## src/rtl/pipe_pkg.sv

```systemverilog
// Shared definitions for the elastic pipeline stage: default payload widths
// and the occupancy state encoding.
package pipe_pkg;

    localparam int unsigned PIPE_DATA_W_DEF = 32;
    localparam int unsigned PIPE_CTRL_W_DEF = 8;

    typedef enum logic [1:0] {
        ST_EMPTY = 2'd0,
        ST_BUSY  = 2'd1,
        ST_FULL  = 2'd2
    } pipe_state_e;

endpackage

```

## src/rtl/pipe_slot.sv

```systemverilog
// One storage entry of the elastic stage: valid bit, control field, data field.
// clear_i has priority over load_i and drops valid/ctrl while keeping data,
// so control bits are zero whenever the entry holds no beat.
module pipe_slot
    import pipe_pkg::*;
#(
    parameter int unsigned DATA_W = PIPE_DATA_W_DEF,
    parameter int unsigned CTRL_W = PIPE_CTRL_W_DEF
) (
    input  logic              clk_i,
    input  logic              rst_ni,
    input  logic              load_i,
    input  logic              clear_i,
    input  logic [DATA_W-1:0] data_i,
    input  logic [CTRL_W-1:0] ctrl_i,
    output logic              valid_o,
    output logic [DATA_W-1:0] data_o,
    output logic [CTRL_W-1:0] ctrl_o
);

    logic              valid_q;
    logic [DATA_W-1:0] data_q;
    logic [CTRL_W-1:0] ctrl_q;

    // Entry register: clear beats load; data survives a clear.
    always_ff @(posedge clk_i or negedge rst_ni) begin
        if (!rst_ni) begin
            valid_q <= 1'b0;
            ctrl_q  <= '0;
            data_q  <= '0;
        end else if (clear_i) begin
            valid_q <= 1'b0;
            ctrl_q  <= '0;
        end else if (load_i) begin
            valid_q <= 1'b1;
            ctrl_q  <= ctrl_i;
            data_q  <= data_i;
        end
    end

    assign valid_o = valid_q;
    assign data_o  = data_q;
    assign ctrl_o  = ctrl_q;

endmodule

```

## src/rtl/pipe_stage_elastic.sv

```systemverilog
// Elastic pipeline-stage register with valid/ready handshake and flush.
// Optional feature macro: PIPE_SKID_EN adds a second (skid) entry and makes
// in_ready a registered signal; without it the stage is a single slot with a
// combinational in_ready.
module pipe_stage_elastic
    import pipe_pkg::*;
#(
    parameter int unsigned DATA_W = PIPE_DATA_W_DEF,
    parameter int unsigned CTRL_W = PIPE_CTRL_W_DEF
) (
    input  logic              clk,
    input  logic              rst,
    input  logic              flush,
    input  logic              in_valid,
    output logic              in_ready,
    input  logic [DATA_W-1:0] in_data,
    input  logic [CTRL_W-1:0] in_ctrl,
    output logic              out_valid,
    input  logic              out_ready,
    output logic [DATA_W-1:0] out_data,
    output logic [CTRL_W-1:0] out_ctrl
);

    pipe_state_e       state_q, state_d;
    logic              in_xfer, out_xfer;
    logic              main_load, main_clr;
    logic [DATA_W-1:0] main_din;
    logic [CTRL_W-1:0] main_cin;

    assign in_xfer  = in_valid & in_ready;
    assign out_xfer = out_valid & out_ready;

`ifdef PIPE_SKID_EN
    logic              skid_load, skid_clr, skid_valid;
    logic [DATA_W-1:0] skid_data;
    logic [CTRL_W-1:0] skid_ctrl;
    logic              in_ready_q;

    pipe_slot #(.DATA_W(DATA_W), .CTRL_W(CTRL_W)) u_skid (
        .clk_i   (clk),
        .rst_ni  (rst),
        .load_i  (skid_load),
        .clear_i (skid_clr),
        .data_i  (in_data),
        .ctrl_i  (in_ctrl),
        .valid_o (skid_valid),
        .data_o  (skid_data),
        .ctrl_o  (skid_ctrl)
    );

    // Registered ready: low only while both entries are occupied.
    always_ff @(posedge clk or negedge rst) begin
        if (!rst) in_ready_q <= 1'b1;
        else      in_ready_q <= (state_d != ST_FULL);
    end

    // A flushed cycle swallows the offered beat, so it is acknowledged.
    assign in_ready = in_ready_q | flush;
`else
    assign in_ready = out_ready | ~out_valid | flush;
`endif

    pipe_slot #(.DATA_W(DATA_W), .CTRL_W(CTRL_W)) u_main (
        .clk_i   (clk),
        .rst_ni  (rst),
        .load_i  (main_load),
        .clear_i (main_clr),
        .data_i  (main_din),
        .ctrl_i  (main_cin),
        .valid_o (out_valid),
        .data_o  (out_data),
        .ctrl_o  (out_ctrl)
    );

    // Occupancy state register.
    always_ff @(posedge clk or negedge rst) begin
        if (!rst) state_q <= ST_EMPTY;
        else      state_q <= state_d;
    end

    // Next-state and slot steering; flush overrides every transfer.
    always_comb begin
        state_d   = state_q;
        main_load = 1'b0;
        main_clr  = 1'b0;
        main_din  = in_data;
        main_cin  = in_ctrl;
`ifdef PIPE_SKID_EN
        skid_load = 1'b0;
        skid_clr  = 1'b0;
        if (skid_valid) begin
            main_din = skid_data;
            main_cin = skid_ctrl;
        end
`endif
        if (flush) begin
            state_d  = ST_EMPTY;
            main_clr = 1'b1;
`ifdef PIPE_SKID_EN
            skid_clr = 1'b1;
`endif
        end else begin
            case (state_q)
                ST_EMPTY: begin
                    if (in_xfer) begin
                        main_load = 1'b1;
                        state_d   = ST_BUSY;
                    end
                end
                ST_BUSY: begin
                    if (in_xfer && out_xfer) begin
                        main_load = 1'b1;
                    end else if (in_xfer) begin
`ifdef PIPE_SKID_EN
                        skid_load = 1'b1;
                        state_d   = ST_FULL;
`else
                        main_load = 1'b1;
`endif
                    end else if (out_xfer) begin
                        main_clr = 1'b1;
                        state_d  = ST_EMPTY;
                    end
                end
`ifdef PIPE_SKID_EN
                ST_FULL: begin
                    if (out_xfer) begin
                        main_load = 1'b1;
                        skid_clr  = 1'b1;
                        state_d   = ST_BUSY;
                    end
                end
`endif
                default: state_d = ST_EMPTY;
            endcase
        end
    end

endmodule

```

## config.mk

```make
export PLATFORM = sky130hd
export DESIGN_NAME = pipe_stage_elastic
export DESIGN_NICKNAME = d
export VERILOG_FILES = /design/src/rtl/pipe_pkg.sv /design/src/rtl/pipe_slot.sv /design/src/rtl/pipe_stage_elastic.sv
export SDC_FILE = /design/constraint.sdc
export NUM_CORES = 1
export LEC_CHECK = 0
export ABC_AREA = 0
export BUFFER_PORTS_ARGS = -buffer_cell sky130_fd_sc_hd__buf_4
export CORE_ASPECT_RATIO = 0.9
export CORE_MARGIN = 2
export CORE_UTILIZATION = 47
export CTS_CLUSTER_DIAMETER = 120
export CTS_CLUSTER_SIZE = 20
export DETAILED_ROUTE_END_ITERATION = 10
export PLACE_DENSITY = 0.84
export SETUP_SLACK_MARGIN = 0.2
export SLEW_MARGIN = 20
export SYNTH_ARGS = -nofsm -noshare
export SYNTH_HDL_FRONTEND = slang
export SYNTH_SLANG_ARGS = --single-unit
```

## constraint.sdc

```tcl
create_clock -name clk -period 3.1 [get_ports clk]
set_input_delay 0.31 -clock clk [delete_from_list [all_inputs] [get_ports clk]]
set_output_delay 0.31 -clock clk [all_outputs]
set_load 0.05 [all_outputs]
```

==> results of run 1 <==
cells in the mapped netlist:
library cell and count:
nand2_1 1, dfrtp_1 42, a22o_1 8, mux2_2 30, a211oi_1 1, mux2i_1 1, mux2_1 2, buf_4 1
nor3b_4 1, nand2_2 1, nor2b_1 1, nor2_1 2, or3b_2 1, buf_6 3, a21oi_1 1, a211o_1 1
worst max-delay path, cell delays in order (launching register included):
cell and delay, ns:
dfrtp_1 0.41, or3b_2 0.49, buf_4 0.21
how the worst max path moves through the flow:
stage                                    end  depth (start not counted)
2_1_floorplan   u_main.data_o[5]$_DFFE_PN0P_                          4
3_3_place_gp    u_main.data_o[0]$_DFFE_PN0P_                          4
3_5_place_dp   u_main.data_o[27]$_DFFE_PN0P_                          4
4_1_cts                             in_ready                          2
5_1_grt                             in_ready                          2
6_report                            in_ready                          2
logic make-up (layout without fill, tap and decap cells):
family          Yosys count  count (layout)
flops                    42              42
mux                      33              33
simple gates              7               7
buf+inv                   4              97
compound gates           11              11
power by group through the flow:
stage | Clock [mW] | Sequential [mW] | Combinational (mW)
floorplan | 0 | 0.966 | 0.0985
global placement | 0 | 0.680 | 0.584
detailed placement | 0 | 0.684 | 0.595
CTS | 0.422 | 0.673 | 0.597
global route | 0.450 | 0.683 | 0.614
finish | 0.405 | 0.672 | 0.592
registers in the layout (all words and copies together) (netlist names):
name            cells
u_main.valid_o      1
u_main.ctrl_o       8
state_q             1
u_main.data_o      32
area by class of cell:
class                   count  area [um^2]
clock inverters             1         30.0
fillers                   253          932
flip-flops and latches     42         1050
repair buffers             89          671
well taps                  44         55.1
clock buffers               7         76.3
multi-input cells          51          513
layer usage:
layer,GRT usage,wire length (um),up-vias
li1,-,-,537
met5,0,0,-
met4,0.104,60,0
met2,0.318,1840,38
met1,0.199,1290,550
met3,0.0456,206,6
==> flow_metrics.py, run 1 <==
metrics = {
    "power_and_ir_drop": {
        "p_switching_mw": 0.590,
        "finalPower_mw": 1.67,
        "clkPwrFrac": 0.243,
        "pwr-share-comb": 0.355,
        "p_leak_nw": 1.17,
        "vdd_ir_drop_max_uv": 365,
        "p_seq_frac": 0.403,
        "internal_power_mw": 1.08,
        "p_sw_frac": 0.354,
        "power_density_mw_per_mm2": 696,
    },
    "min_path": {
        "hold_path_end": "u_main.valid_o$_DFFE_PN0P_",
        "whs_path_depth": 2,
        "hold_path.class": "in2reg",
        "hold_path.startpoint": "flush",
    },
    "floorplanning": {
        "initial_core_util": 0.482,
        "coreArea_mm2": 0.00333,
        "ios": 87,
        "fp.dieW_um": 65.6,
        "fp-row-count": 20,
        "die_y_um": 59.4,
        "dieArea_mm2": 0.00390,
    },
    "clocking": {
        "htreeDepth": 2,
        "post-cts-setup-buffers": 0,
        "numCtsBuffers": 5,
        "clk_path_buf_depth": 2,
        "ctsResizeCount": 0,
        "clk_pin_slew_ns": 0.07,
        "cts_sinks": 42,
        "clockRootBuffer": "clkbuf_8",
        "hold_buffers": 1,
        "clk_latency_ns": 0.29,
        "cts_tree": "done",
    },
    "final_layout": {
        "drive_above_1_share": 0.668,
        "layout.nets": 234,
        "layout.cells.non_filler": 234,
        "diodes": 0,
        "area_delta_synth_final_pct": 49.3,
        "final_cell_area_mm2": 0.00240,
        "layout_commonest_cell": "buf_4",
        "final_cell_mix": "buf_4, dfrtp_1, mux2_2",
        "fin_util": 0.720,
    },
    "global_route": {
        "antenna_found_initial": 0,
        "grt_max_degree": 43,
        "grt_pass1_wl_um": 5090,
        "grt_usage": 0.180,
        "first_global_vias": 1093,
        "grt_overflow": 0,
    },
    "sta": {
        "finalSetupViolCount": 0,
        "fmax_ghz": 0.587,
        "min_period_over_period": 0.550,
        "hold_ws_ns": 0.230,
        "hold_violations": 0,
        "maxSlewHeadroom": 0.661,
        "fin_crit_ns": 1.70,
        "worstMarginPinSlew_ns": 0.508,
        "slew_viol_final": 0,
        "setup_ws_ns": 1.40,
        "clock_skew_ns": 0.0125,
        "fin_tns_setup_ns": 0,
        "rsz0062_at_grt": "no",
    },
    "drt": {
        "drt_iter0_markers": 11,
        "avgRoutedWirePerCell_um": 14.5,
        "drt-vias-per-instance": 4.83,
        "vias": 1131,
        "firstDrtPassIters": 2,
        "wirelength_um": 3390,
        "post-route-drc-count": 0,
        "ant_nets": 0,
    },
    "yosys": {
        "synth_xor_area_frac": 0,
        "yosysWarnings": 0,
        "synthAdderAreaFrac": 0,
        "ys_ff_latch": 42,
        "synth_compound_area_frac": 0.0569,
        "netlist.area_leader.share": 0.655,
        "synthMuxAreaShare": 0.231,
        "synth.distinct_cells": 16,
        "synth_area_mm2": 0.00161,
        "syn_nets": 142,
        "synth_top_family_by_area": "multiplexers",
        "synth_area_leaders": "dfrtp_1, mux2_2, a22o_1",
        "synth-simple-area-share": 0.0320,
        "yosysTopAreaCell": "dfrtp_1",
        "postSynthAreaPerCell_um2": 16.5,
        "synthCells": 97,
        "yosysSeqAreaShare": 0.655,
    },
    "setup_path": {
        "end_kind": "output port",
        "worstPathArrival_ns": 1.39,
        "r2r-start": "u_main.valid_o$_DFFE_PN0P_",
        "setup.worst_path.start": "u_main.valid_o$_DFFE_PN0P_",
        "crit_fanout": 6,
        "regToRegSetupSlack_ns": 1.51,
        "crit_type": "reg2out",
        "critPathRequiredTime_ns": 2.79,
        "critPathLaunchType": "register",
        "reg2reg_depth": 4,
        "timing.rr.end": "u_main.data_o[6]$_DFFE_PN0P_",
    },
    "place": {
        "place_area_mm2": 0.00228,
        "dpl.hpwl_um": 2630,
        "dp.cells": 225,
        "dp_slack_ns": 1.51,
        "gp_congestion": 0.787,
        "io_buffers": 86,
    },
    "status": {
        "outcome": "finished, final reports clean",
    },
    "flow_run": {
        "maxCapViolations": 0,
    },
}
Power figures use the tool's default switching activity.
==> inputs of run 2 (changes only) <==
--- a/config.mk
+++ b/config.mk
@@ -5,15 +5,15 @@
 export SDC_FILE = /design/constraint.sdc
 export NUM_CORES = 1
 export LEC_CHECK = 0
-export ABC_AREA = 0
+export ABC_AREA = 1
 export BUFFER_PORTS_ARGS = -buffer_cell sky130_fd_sc_hd__buf_4
 export CORE_ASPECT_RATIO = 0.9
 export CORE_MARGIN = 2
-export CORE_UTILIZATION = 47
+export CORE_UTILIZATION = 44
 export CTS_CLUSTER_DIAMETER = 120
 export CTS_CLUSTER_SIZE = 20
 export DETAILED_ROUTE_END_ITERATION = 10
-export PLACE_DENSITY = 0.84
+export PLACE_DENSITY = 0.78
 export SETUP_SLACK_MARGIN = 0.2
 export SLEW_MARGIN = 20
 export SYNTH_ARGS = -nofsm -noshare
==> constraint.sdc (replaced) <==
create_clock -name clk -period 1.65 [get_ports clk]
set_input_delay 0.165 -clock clk [delete_from_list [all_inputs] [get_ports clk]]
set_output_delay 0.165 -clock clk [all_outputs]
set_load 0.05 [all_outputs]
==> flow_metrics.py, run 2 <==
metrics = {
    "floorplanning": {
        "fp-row-count": 21,
        "fp.dieW_um": 68.6,
        "die_y_um": 62.2,
        "ios": 87,
        "initial_core_util": 0.453,
        "dieArea_mm2": 0.00427,
        "coreArea_mm2": 0.00365,
    },
    "drt": {
        "vias": 1492,
        "wl_met2_um": 1760,
        "drt-vias-per-instance": 4.63,
        "wl_met3_um": 323,
        "drt_iter0_markers": 77,
        "post-route-drc-count": 0,
        "firstDrtPassIters": 4,
        "wl_met1_um": 1600,
        "avgRoutedWirePerCell_um": 11.6,
        "wirelength_um": 3740,
        "highest_layer": "met4",
        "ant_nets": 0,
    },
    "yosys": {
        "async_flop_share": 1.00,
        "synthFlopType": "dfrtp_1",
        "syn_nets": 231,
        "ys_top_cells_by_count": "nand2_1, dfrtp_1, nand4_1",
        "synth_edf_count": 0,
        "synth.most_common_cell": "nand2_1",
        "synth_area_leaders": "dfrtp_1, nand2_1, nand4_1",
        "synthCells": 186,
        "yosysWarnings": 0,
        "ys_ff_latch": 42,
        "yosysTopAreaCell": "dfrtp_1",
        "yosysSeqAreaShare": 0.635,
        "synth_area_mm2": 0.00165,
        "synth.distinct_cells": 12,
        "postSynthAreaPerCell_um2": 8.89,
        "netlist.area_leader.share": 0.635,
    },
    "sta": {
        "fin_crit_ns": 1.19,
        "hold_ws_ns": 0.0628,
        "slew_viol_final": 0,
        "fin_tns_setup_ns": 0,
        "worstMarginPinSlew_ns": 0.500,
        "clock_skew_ns": 0.00468,
        "hold_violations": 0,
        "fmax_ghz": 0.841,
        "maxSlewHeadroom": 0.667,
        "setup_ws_ns": 0.461,
        "min_period_over_period": 0.721,
        "rsz0062_at_grt": "no",
        "finalSetupViolCount": 0,
    },
    "setup_path": {
        "crit_slowest_cell": "dfrtp_1",
        "crit_type": "reg2out",
        "critPathMaxStageDelay_ns": 0.43,
        "end_kind": "output port",
        "crit_family": "flip-flops",
        "critPathLaunchType": "register",
        "critical_path_buf_inv_count": 1,
        "path_cells": "nand3_1, buf_4",
        "critPathRequiredTime_ns": 1.48,
        "regToRegSetupSlack_ns": 0.52,
        "worstPathArrival_ns": 1.02,
        "crit_fanout": 5,
    },
    "place": {
        "dpl.hpwl_um": 2710,
        "io_buffers": 86,
        "place_area_mm2": 0.00233,
        "gp_congestion": 0.708,
        "dp_slack_ns": 0.448,
    },
    "power_and_ir_drop": {
        "p_leak_nw": 1.41,
        "power_density_mw_per_mm2": 1190,
        "vdd_ir_drop_max_uv": 661,
        "pwr-share-comb": 0.342,
        "p_switching_mw": 1.08,
        "clkPwrFrac": 0.228,
        "p_sw_frac": 0.374,
        "internal_power_mw": 1.81,
        "p_seq_frac": 0.430,
    },
    "status": {
        "outcome": "finished, final reports clean",
    },
    "clocking": {
        "cts_sinks": 42,
        "numCtsBuffers": 5,
        "clk_latency_ns": 0.29,
        "ctsResizeCount": 0,
        "clk_pin_slew_ns": 0.08,
        "htreeDepth": 2,
        "clockRootBuffer": "clkbuf_8",
        "cts_tree": "done",
        "post-cts-setup-buffers": 0,
        "clk_path_buf_depth": 2,
    },
    "final_layout": {
        "fin_util": 0.666,
        "final_cell_area_mm2": 0.00243,
        "fillCellCount": 309,
        "layout_commonest_cell": "nand2_1",
        "final_cell_mix": "nand2_1, buf_4, dfrtp_1",
        "layout.nets": 320,
        "diodes": 0,
        "largest_reg_flops": 32,
        "drive_above_1_share": 0.366,
        "area_delta_synth_final_pct": 47.1,
    },
    "global_route": {
        "grt_usage": 0.197,
        "antenna_found_initial": 0,
        "grt_max_degree": 43,
        "grt_overflow": 0,
        "first_global_vias": 1472,
        "grt_pass1_wl_um": 6320,
    },
    "min_path": {
        "hold_path.class": "in2reg",
    },
    "flow_run": {
        "maxCapViolations": 0,
    },
}
==> run 2: path summary, 6_finish.rpt <==
check,start,end,cells after the start
min,in_data[22],u_main.data_o[22]$_DFFE_PN0P_,3
max in group asynchronous,rst,u_main.data_o[11]$_DFFE_PN0P_,2
min in group asynchronous,rst,u_main.ctrl_o[1]$_DFFE_PN0P_,2
min reg2reg,u_main.data_o[12]$_DFFE_PN0P_,u_main.data_o[12]$_DFFE_PN0P_,2
max reg2reg,u_main.valid_o$_DFFE_PN0P_,u_main.ctrl_o[7]$_DFFE_PN0P_,6
max,u_main.valid_o$_DFFE_PN0P_,in_ready,2
==> run 2: worst reg2reg max path, stage by stage (launching register included) <==
cell and delay, ns:
dfrtp_1 0.43, nand2_2 0.11, nand3_4 0.07, inv_2 0.07
buf_4 0.23, nand2_1 0.09, nand2_1 0.07
==> run 2: area by class of cell <==
| class | instances | area [um^2] | area share |
|---|---|---|---|
| sequential | 42 | 1050 | 0.432 |
| timing repair buffer | 91 | 686 | 0.282 |
| multi-input combinational | 130 | 529 | 0.217 |
| clock buffer | 7 | 86.3 | 0.0355 |
| tap | 46 | 57.6 | 0.0237 |
| inverter | 5 | 18.8 | 0.00771 |
| clock inverter | 1 | 5.00 | 0.00206 |
==> run 2: what timing repair did <==
action	CTS	global route
setup endpoints to repair	0	0
hold buffers	1	0
hold endpoints to repair	42	0
==> run 2: cell families after synthesis <==
kind of cell	Yosys count	share of synthesized area
flip-flops	42	0.635
buffers and inverters	14	0.0446
AND/OR/NAND/NOR	129	0.317
AO/OA/AOI/OAI	1	0.00302
==> run 2: per-layer routing <==
layer | vias to the layer above | GRT usage
li1 | 742 | -
met1 | 679 | 0.264
met2 | 63 | 0.304
met3 | 8 | 0.0580
met4 | 0 | 0.0675
met5 | - | 0
==> run 2: power by group through the flow <==
stage	clock [mW]	sequential, mW	combinational, mW
after floorplan	0	1.72	0.162
after global routing	0.728	1.26	1.05
final	0.659	1.24	0.988
after global placement	0	1.26	0.982
after detailed placement	0	1.26	0.999
after CTS	0.675	1.24	0.999
==> run 2: per-stage QoR <==
stage	power [mW]	std cells
3_5_place_dp	2.26	313
2_1_floorplan	1.89	186
3_3_place_gp	2.24	313
6_report	2.89	322
5_1_grt	3.04	322
4_1_cts	2.92	322
